File: src/rtl/secuenciador_mul.sv
// rtl/secuenciador_mul.sv - shift-and-add RV32 MUL sequencer borrowing the shared ALU adder
// One multiplier bit per granted cycle; the ALU performs ACC + (OPA << i).
module secuenciador_mul #(
  parameter bit EARLY_EXIT = 1'b1
) (
  input  logic        CLK,
  input  logic        RESET,
  input  logic        START,
  input  logic [31:0] OPA,
  input  logic [31:0] OPB,
  output logic [31:0] ALU_X,
  output logic [31:0] ALU_Y,
  output logic [3:0]  ALU_CONTROL,
  input  logic [31:0] ALU_RESULTADO,
  output logic        ALU_REQ,
  input  logic        ALU_GNT,
  output logic        BUSY,
  output logic        DONE,
  output logic [31:0] PRODUCTO
);

  typedef enum logic [1:0] {
    ST_IDLE = 2'd0,
    ST_CALC = 2'd1,
    ST_FIN  = 2'd2
  } state_t;

  state_t      state_q, state_d;
  logic [31:0] acc_q, acc_d;
  logic [31:0] m_q, m_d;
  logic [31:0] b_q, b_d;
  logic [4:0]  cnt_q, cnt_d;
  logic [31:0] prod_q, prod_d;
  logic        busy_q, busy_d;
  logic        done_q, done_d;
  logic        req_q, req_d;

  always_comb begin
    state_d = state_q;
    acc_d   = acc_q;
    m_d     = m_q;
    b_d     = b_q;
    cnt_d   = cnt_q;
    prod_d  = prod_q;
    case (state_q)
      ST_IDLE: begin
        if (START) begin
          m_d     = OPA;
          b_d     = OPB;
          acc_d   = 32'd0;
          cnt_d   = 5'd0;
          state_d = ST_CALC;
        end
      end
      ST_CALC: begin
        // Without a grant the adder output belongs to someone else: hold everything.
        if (ALU_GNT) begin
          if (b_q[0]) begin
            acc_d = ALU_RESULTADO;
          end
          m_d   = {m_q[30:0], 1'b0};
          b_d   = {1'b0, b_q[31:1]};
          cnt_d = cnt_q + 5'd1;
          if (cnt_q == 5'd31 || (EARLY_EXIT && b_q[31:1] == 31'd0)) begin
            state_d = ST_FIN;
            prod_d  = acc_d;
          end
        end
      end
      ST_FIN: begin
        state_d = ST_IDLE;
      end
      default: begin
        state_d = ST_IDLE;
      end
    endcase
    busy_d = (state_d != ST_IDLE);
    done_d = (state_d == ST_FIN);
    req_d  = (state_d == ST_CALC);
  end

  always_ff @(posedge CLK or posedge RESET) begin
    if (RESET) begin
      state_q <= ST_IDLE;
      acc_q   <= 32'd0;
      m_q     <= 32'd0;
      b_q     <= 32'd0;
      cnt_q   <= 5'd0;
      prod_q  <= 32'd0;
      busy_q  <= 1'b0;
      done_q  <= 1'b0;
      req_q   <= 1'b0;
    end else begin
      state_q <= state_d;
      acc_q   <= acc_d;
      m_q     <= m_d;
      b_q     <= b_d;
      cnt_q   <= cnt_d;
      prod_q  <= prod_d;
      busy_q  <= busy_d;
      done_q  <= done_d;
      req_q   <= req_d;
    end
  end

  // Operands are driven only while the ALU is requested, so idle cycles present zeros.
  assign ALU_X       = req_q ? acc_q : 32'd0;
  assign ALU_Y       = req_q ? m_q : 32'd0;
  assign ALU_CONTROL = 4'b0000;
  assign ALU_REQ     = req_q;
  assign BUSY        = busy_q;
  assign DONE        = done_q;
  assign PRODUCTO    = prod_q;

endmodule

File: config.mk
export PLATFORM = sky130hd
export DESIGN_NAME = secuenciador_mul
export DESIGN_NICKNAME = d
export VERILOG_FILES = /design/src/rtl/secuenciador_mul.sv
export SDC_FILE = /design/constraint.sdc
export NUM_CORES = 1
export LEC_CHECK = 0
export BUFFER_PORTS_ARGS = -buffer_cell sky130_fd_sc_hd__buf_2
export CAP_MARGIN = 0
export CORE_MARGIN = 1
export CORE_UTILIZATION = 55
export CTS_CLUSTER_SIZE = 40
export DETAILED_ROUTE_END_ITERATION = 6
export PLACE_DENSITY = 0.95
export SYNTH_ARGS = -nofsm -noshare
export SYNTH_HDL_FRONTEND = slang
export SYNTH_SLANG_ARGS = --single-unit
File: constraint.sdc
create_clock -name CLK -period 11.5 [get_ports CLK]
set_input_delay 1.725 -clock CLK [delete_from_list [all_inputs] [get_ports CLK]]
set_output_delay 1.725 -clock CLK [all_outputs]
set_load 0.005 [all_outputs]
==> metrics.md <==
| Metric | Value |
|---|---|
| Outcome | `finished clean` |
| Share of the synthesized area in compound gates (AO/OA/AOI/OAI) | `0.102` |
| Y dimension of the die | `112 um` |
| Clock period minus final worst setup slack | `3790 ps` |
| Post-DR vias/cell | `5.48` |
| Sequential area share after synthesis | `0.515` |
| Prevailing post-synth register cell | `sky130_fd_sc_hd__dfrtp_1` |
| CP Capture Type | `output port` |
| CTS Buffer Depth | `2` |
| Detailed-route wire length per cell | `17.1 um` |
| Required time of the worst setup path | `9780 ps` |
| Number of synthesized flops with an enable pin | `0` |
| Static leakage | `4.25 nW` |
| Number of setup buffers added after CTS | `0` |
| Clock latency on the worst-skew pair | `430 ps` |
| Starting density of the core | `0.575` |
| Num Clock Sinks | `138` |
| Critical Path AT | `2070 ps` |
| Setup violations, final | `0` |
| Post-Synth XOR/XNOR Area | `0` |
| Unrepaired setup endpoints after global routing | `no` |
| Pwr dens | `271 nW/um^2` |
| Count of warnings emitted by yosys | `0` |
| Number of buffers inserted during clock tree synthesis | `17` |
| Final antenna-violating net count | `0` |
| Number of global-route vias before repair | `5,003` |
| First-pass GRT wire length | `25,400 um` |
| Iteration-0 DRC Markers | `392` |
| IO Port Bufs | `198` |
| CTS tree | `done` |
| Register clock-pin slew on the reported worst setup and hold paths | `60 ps` |
| Final weighted congestion in routability-driven placement | `0.780` |
| Overall die area | `12,600 sq um` |
| Class of the tightest hold or removal check | `reg2reg` |
| Startpoint type of the worst setup path | `flip-flop` |
| Setup TNS after final layout | `0 ps` |
| Share of final-layout standard cells stronger than drive strength 1 | `0.394` |
| Core Footprint | `11,700 sq um` |
| Unique cell type count in the Yosys netlist | `31` |
| Endpoints failing hold | `0` |
| DRC errors left | `0` |
| Number of synthesized register bits | `138` |
| Number of nets in the final layout | `864` |
| Peak supply drop | `0.000133 V` |
| Maximum number of pins on one net before global-route repair | `139` |
| Final WL | `15,700 um` |
| Mapped cell area | `6710 sq um` |
| Highest Clock Rate | `0.264 GHz` |
| Slew Limit Headroom | `0.261` |
| Layout Area Growth over Synthesis | `24.2%` |
| I/O pin cnt | `203` |
| # resized after CTS | `0` |
| Number of diodes added for antenna fixing | `0` |
| Area share of and/or/nand/nor cells after synthesis | `0.121` |
| Synthesized-area fraction occupied by adder cells | `0.00373` |
| Crit share post-route | `0.330` |
| Root buffer selected by CTS | `sky130_fd_sc_hd__clkbuf_16` |
| Final Skew | `8.92 ps` |
| Average cell area after synthesis | `11.5 sq um` |
| Multiplexer share of the synthesized area | `0.217` |
| Detail Placement HPWL | `10,100 um` |
| Post-Syn Instances | `585` |
| Finished Core Util | `0.714` |
| Max Fanout on Critical Path | `33` |
| Actual slew at the worst max-slew pin | `1110 ps` |
| H-tree depth reported by CTS | `4` |
| Number of maximum-capacitance constraint violations | `0` |
| Critical path class | `reg2out` |
| Hold-fix buffer count after cts | `0` |
| Floorplan die width | `112 um` |
| Global route overflow | `0` |
| Total GRT Usage | `0.262` |
| TritonRoute pass-1 iters | `4` |
| Dominant combinational cell family by area after synthesis | `multiplexers` |
| Ys async rst share | `1.00` |
| Initial antenna violation count | `0` |
| Total number of placement rows | `39` |
| Final max-slew violation count | `0` |
| Via count of the routed design | `5,034` |
## synthesized netlist by cell type, types with 3 or more instances
library cell	number	area [sq um]
sky130_fd_sc_hd__nor4_1	7	43.8
sky130_fd_sc_hd__buf_4	4	30.0
sky130_fd_sc_hd__and2_1	64	400
sky130_fd_sc_hd__a22o_1	32	280
sky130_fd_sc_hd__nor2_1	3	11.3
sky130_fd_sc_hd__o21ai_0	70	350
sky130_fd_sc_hd__mux2_2	36	405
sky130_fd_sc_hd__dfrtp_1	138	3450
sky130_fd_sc_hd__buf_2	19	95.1
sky130_fd_sc_hd__inv_1	3	11.3
sky130_fd_sc_hd__clkbuf_1	20	75.1
sky130_fd_sc_hd__nand2_1	73	274
sky130_fd_sc_hd__mux2_4	28	420
sky130_fd_sc_hd__mux2i_1	63	631
sky130_fd_sc_hd__buf_6	4	45.0
## worst paths after layout
kind,startpoint,end,slack [ps],cells after the start
max,ALU_REQ,ALU_X[10],7710,3
min,m_q[7],m_q[7],500,2
max reg2reg,state_q[0],acc_q[13],8960,5
min reg2reg,m_q[7],m_q[7],500,2
max in group asynchronous,RESET,b_q[11],8780,3
min in group asynchronous,RESET,PRODUCTO[19],1370,2
## through the flow
step	area (sq um)	hold slack, ps	std cells	total power, mW	worst slack [ps]
global placement	7680	458	886	1.61	7720
CTS	8330	501	918	2.27	7700
detailed placement	7680	486	886	1.65	7640
floorplan	6720	442	588	1.37	6080
global route	8330	517	918	2.39	7570
finish	8330	498	918	2.25	7710
## layout by cell type (no fill, tap or decap), types with 4 or more instances in the layout
cell type	n
sky130_fd_sc_hd__conb_1	4
sky130_fd_sc_hd__mux2_2	36
sky130_fd_sc_hd__and2_1	64
sky130_fd_sc_hd__clkinvlp_4	4
sky130_fd_sc_hd__mux2i_1	63
sky130_fd_sc_hd__a22o_1	32
sky130_fd_sc_hd__bufinv_16	5
sky130_fd_sc_hd__nor4_1	7
sky130_fd_sc_hd__clkbuf_16	17
sky130_fd_sc_hd__dfrtp_1	138
sky130_fd_sc_hd__o21ai_0	70
sky130_fd_sc_hd__nand2_1	73
sky130_fd_sc_hd__mux2_4	28
sky130_fd_sc_hd__buf_4	5
sky130_fd_sc_hd__buf_2	198
## registers in the layout, indices dropped and copies added, names as in the netlist
register,flops
acc_q,32
b_q,32
cnt_q,5
m_q,32
state_q,2
DONE,1
ALU_REQ,1
BUSY,1
PRODUCTO,32
## logic make-up (layout without fill, tap and decap cells)
logic type / count (synthesis) / after routing
multiplexers: 127 / 127
other: 1 / 4
adder cells (fa/ha/maj): 2 / 2
flip-flops: 138 / 138
AO/OA/AOI/OAI: 107 / 107
buffers and inverters: 51 / 238
AND/OR/NAND/NOR: 159 / 159
## metal layers
layer	track usage	part of all wire	vias up
li1	-	-	2395
met1	0.321	0.42	2440
met2	0.441	0.50	180
met3	0.0724	0.068	19
met4	0.103	0.014	0
met5	0	0	-
## worst max-delay path: stages (launching register included)
cell,delay [ps]
sky130_fd_sc_hd__dfrtp_1,880
sky130_fd_sc_hd__buf_4,420
sky130_fd_sc_hd__and2_1,200
sky130_fd_sc_hd__buf_2,120
## power breakdown
group | internal, mW | leakage (nW) | switching [mW] | total (mW)
Sequential | 0.671 | 1.84 | 0.159 | 0.830
Clock | 0.384 | 0.306 | 0.211 | 0.596
Combinational | 0.448 | 2.10 | 0.380 | 0.827
## cell type report
type                            count  area [sq um]
Timing Repair Buffer              203          1030
Multi-Input combinational cell    399          3000
Sequential cell                   138          3450
Clock buffer                       17           425
Tap cell                          143           179
Inverter                            3          16.3
Fill cell                         829          3330
Clock inverter                     15           221
Power figures use the tool's default switching activity.
